==> src/rtl/struct_word_packer.sv <==
// rtl/struct_word_packer.sv - packs RECS 4-bit {last, first} records into one wide word, LSB-first
module struct_word_packer #(
    parameter int RECS = 4
) (
    input  logic                         clk,
    input  logic                         rst_n,
    input  logic                         in_valid,
    output logic                         in_ready,
    input  logic [3:0]                   in_rec,
    input  logic                         flush,
    output logic                         out_valid,
    input  logic                         out_ready,
    output logic [4*RECS-1:0]            out_data,
    output logic [$clog2(RECS+1)-1:0]    out_count
);

    localparam int            CW       = $clog2(RECS + 1);
    localparam logic [CW-1:0] CNT_FULL = CW'(RECS);
    localparam logic [CW-1:0] CNT_ONE  = CW'(1);

    typedef enum logic {
        FILL = 1'b0,
        HOLD = 1'b1
    } state_t;

    state_t              state_q, state_d;
    logic [4*RECS-1:0]   acc_q, acc_d;
    logic [CW-1:0]       cnt_q, cnt_d;
    logic [CW-1:0]       cnt_inc;
    logic                accept;

    // Input side is open in FILL; in HOLD only when the held word leaves this cycle.
    always_comb begin
        in_ready = rst_n && ((state_q == FILL) || out_ready);
        accept   = in_valid && in_ready;
        cnt_inc  = cnt_q + CNT_ONE;
    end

    // Next-state: slot insertion, word close on full/flush, and same-cycle handoff.
    always_comb begin
        state_d = state_q;
        acc_d   = acc_q;
        cnt_d   = cnt_q;
        case (state_q)
            FILL: begin
                if (accept) begin
                    for (int k = 0; k < RECS; k++) begin
                        if (cnt_q == CW'(k)) begin
                            acc_d[4*k +: 4] = in_rec;
                        end
                    end
                    cnt_d = cnt_inc;
                    if ((cnt_inc == CNT_FULL) || flush) begin
                        state_d = HOLD;
                    end
                end else if (flush && (cnt_q != '0)) begin
                    // Empty flushes are dropped so no zero-count word is ever emitted.
                    state_d = HOLD;
                end
            end
            HOLD: begin
                if (out_ready) begin
                    acc_d   = '0;
                    cnt_d   = '0;
                    state_d = FILL;
                    if (accept) begin
                        acc_d[3:0] = in_rec;
                        cnt_d      = CNT_ONE;
                        if (flush) begin
                            state_d = HOLD;
                        end
                    end
                end
            end
            default: begin
                state_d = FILL;
                acc_d   = '0;
                cnt_d   = '0;
            end
        endcase
    end

    // State, accumulator and fill count; reset discards any partial or held word.
    always_ff @(posedge clk or negedge rst_n) begin
        if (!rst_n) begin
            state_q <= FILL;
            acc_q   <= '0;
            cnt_q   <= '0;
        end else begin
            state_q <= state_d;
            acc_q   <= acc_d;
            cnt_q   <= cnt_d;
        end
    end

    // Output word is only presented in HOLD so partial fills never leak out.
    always_comb begin
        out_valid = (state_q == HOLD);
        out_data  = out_valid ? acc_q : '0;
        out_count = out_valid ? cnt_q : '0;
    end

endmodule

==> config.mk <==
export PLATFORM = sky130hd
export DESIGN_NAME = struct_word_packer
export DESIGN_NICKNAME = d
export VERILOG_FILES = /design/src/rtl/struct_word_packer.sv
export SDC_FILE = /design/constraint.sdc
export NUM_CORES = 1
export LEC_CHECK = 0
export BUFFER_PORTS_ARGS = -buffer_cell sky130_fd_sc_hd__buf_2
export CORE_UTILIZATION = 56
export CTS_CLUSTER_DIAMETER = 60
export DETAILED_ROUTE_END_ITERATION = 6
export MAX_ROUTING_LAYER = met4
export PLACE_DENSITY_LB_ADDON = 0.08
export SLEW_MARGIN = 20
export SYNTH_ARGS = -nofsm -noshare
export SYNTH_HDL_FRONTEND = slang
export SYNTH_SLANG_ARGS = --single-unit
==> constraint.sdc <==
create_clock -name clk -period 4.45 [get_ports clk]
set_input_delay 0.2225 -clock clk [delete_from_list [all_inputs] [get_ports clk]]
set_output_delay 0.2225 -clock clk [all_outputs]
set_load 0.02 [all_outputs]
==> flow_summary.toml <==
[power]
leakage_nw = 0.772
power.density_nw_per_um2 = 481
vdd_drop_max_uv = 373
power_mw = 0.685

[worst_setup_path]
path_class = "reg -> out"
cp-start-kind = "register"
cp_top_family = "flip-flops"
cp_common_cell = "nor2b_1"
path_max_fanout = 36
rrSetupSlack_ps = 2350
crit_chain = "nor2b_1, nor2b_1, buf_2"
cp_data_required_time_ps = 4230
rr_startpoint = "out_valid"
endpoint = "in_ready"
cp_slowest_cell = "dfrtp_1"
worstSetupStartpoint = "out_valid"
timing.rr.end = "acc_q[11]"
setup.worst_path.end_class = "output port"
max_stage_delay_ps = 1010
rr_worst_depth = 3
path_buf_inv = 1
crit_arrival_ps = 2120
crit_cells = 3

[floorplanning]
initial_utilization_pct = 61.4
die_w_um = 49.1
die_area_um2 = 2410
fp-row-count = 16
core_um2 = 2020
die_y_um = 49.1
ios = 30

[clock_network]
clock_sinks = 20
cts_setup_buffers = 0
clock_path_buffers = 2
path_clk_slew_ps = 110
h-tree-depth = 1
cts_tree = "yes"
cts_made_buffers = 3
worst_skew_pair.late_latency_ps = 290
cts_root_buf = "clkbuf_4"

[synth]
seq_area_frac_synth_pct = 40.3
yosysWarnings = 0
async_reset_ff_share_pct = 100
yosys_most_used_dff = "dfrtp_1"
synth.most_common_cell = "dfrtp_1"
synth-seq-cells = 20
synth_cell_types = 25
yosys-top-cells-area = "dfrtp_1, mux2i_1, and2_1"
syn_nets = 146
synth_top_area_cell = "dfrtp_1"
syn_area_per_cell_um2 = 9.48
netlist_area_um2 = 1240
yosysTopAreaCellShare_pct = 40.3
postSynthCellCount = 131
synth_common_cells = "dfrtp_1, and2_1, nand2_1"
synth_edf_count = 0

[final_layout]
drive_above_1_share_pct = 27.4
fin_nets = 174
diodes = 0
stdcell_count = 184
stdcell_area_um2 = 1430
final_util_pct = 70.5
area_growth_syn_to_layout_pct = 14.7

[timing]
finalCritPeriodShare_pct = 52.5
fin_tns_setup_ps = 0
fmax_ghz = 0.428
hold_slack_ps = 153
fin_skew_ps = 1.75
slew_violations = 0
rsz0062_at_grt = "no"
setup_violations = 0
fin_ws_ps = 2110
relSlewSlack_pct = 33.5
tightestPinTransition_ps = 998
fin_crit_ps = 2340
finalHoldViolations = 0

[route]
drc = 0
routed_wl_mm = 2.46
drtIter0Drc = 14
drt_pass1_iterations = 4
ant_nets = 0
via_count = 1014
viasPerCell = 5.51
routedWlPerCell_um = 13.4

[status]
status = "finished, final reports clean"

[placed_design]
dpl-instance-area_um2 = 1390
port_buffers = 29
dpl_worst_slack_ps = 2020
gp_congestion = 0.767
dp_hpwl_mm = 1.74
dp_cells = 180

[job]
maxCapViolations = 0

[global_routing]
grt_pass1_vias = 937
grt_pass1_wl_mm = 4.25
grt_overflow = 0
grtUsageTotal_pct = 23.8
antenna_found_initial = 0
grt_start_max_net_pins = 37

[worst_hold_path]
whs_path_depth = 3
hp-class = "in -> reg"
cell families after synthesis:
| kind of cell | Yosys count | synth area share, % |
|---|---|---|
| adder cells (fa/ha/maj) | 6 | 6.04 |
| AND/OR/NAND/NOR | 56 | 24.8 |
| AO/OA/AOI/OAI | 23 | 13.3 |
| multiplexers | 14 | 11.3 |
| buffers and inverters | 12 | 4.33 |
| flip-flops | 20 | 40.3 |
registers in the layout, summed over array words and instances, names as in the netlist:
| signal | count |
|---|---|
| cnt_q | 3 |
| acc_q | 16 |
| out_valid | 1 |
layout make-up:
cell class | count | area [um2]
inverters | 5 | 18.8
flip-flops and latches | 20 | 500
fillers | 164 | 597
repair buffers | 30 | 155
multi-input cells | 99 | 694
clock buffers | 3 | 22.5
well taps | 27 | 33.8
worst reg2reg max path, stage by stage (launching register included):
cell and delay [ps]:
dfrtp_1 770, nor4bb_2 860, and2_4 310, o21ai_2 70
per-layer routing:
layer	wire length, um	track usage [%]	part of all wire, %
met5	0	-	0
met4	28	10.3	1.1
met3	88	3.12	3.6
met2	1190	36.3	48
met1	1150	31.7	47
how the worst min path moves through the flow:
stage                      from         to  slack, ps
after global routing      flush  out_valid        180
after CTS                 flush  out_valid        150
after global placement    rst_n  acc_q[15]        220
final                     flush  out_valid        150
after detailed placement  rst_n  acc_q[14]        230
after floorplan           rst_n   acc_q[0]        -70
power breakdown:
group	switching (mW)	total [mW]	internal (mW)
clock	0.0526	0.0841	0.0315
sequential	0.0813	0.318	0.236
combinational	0.156	0.283	0.127
timing repair:
| item | 4_1_cts | 5_1_grt |
|---|---|---|
| gates resized for setup | 0 | 0 |
| hold buffers | 1 | 0 |
| hold endpoints to repair | 20 | 0 |
placed cells by master, fill, tap and decap left out:
cell,n
a21oi_1,1
inv_1,5
nand2b_1,1
ha_1,6
o21bai_1,1
nand2_1,15
nor2_1,2
nor2b_1,6
mux2i_1,14
o22ai_1,1
a221oi_1,1
nand3_1,9
clkbuf_4,3
nor4bb_2,1
o21ai_0,5
a32oi_1,1
dlygate4sd3_1,1
and2_1,19
dfrtp_1,20
o21ai_2,8
buf_2,29
a31oi_1,4
nand4b_1,1
a22o_1,1
and2_4,2
No activity file was read; power rests on OpenSTA's default activity.
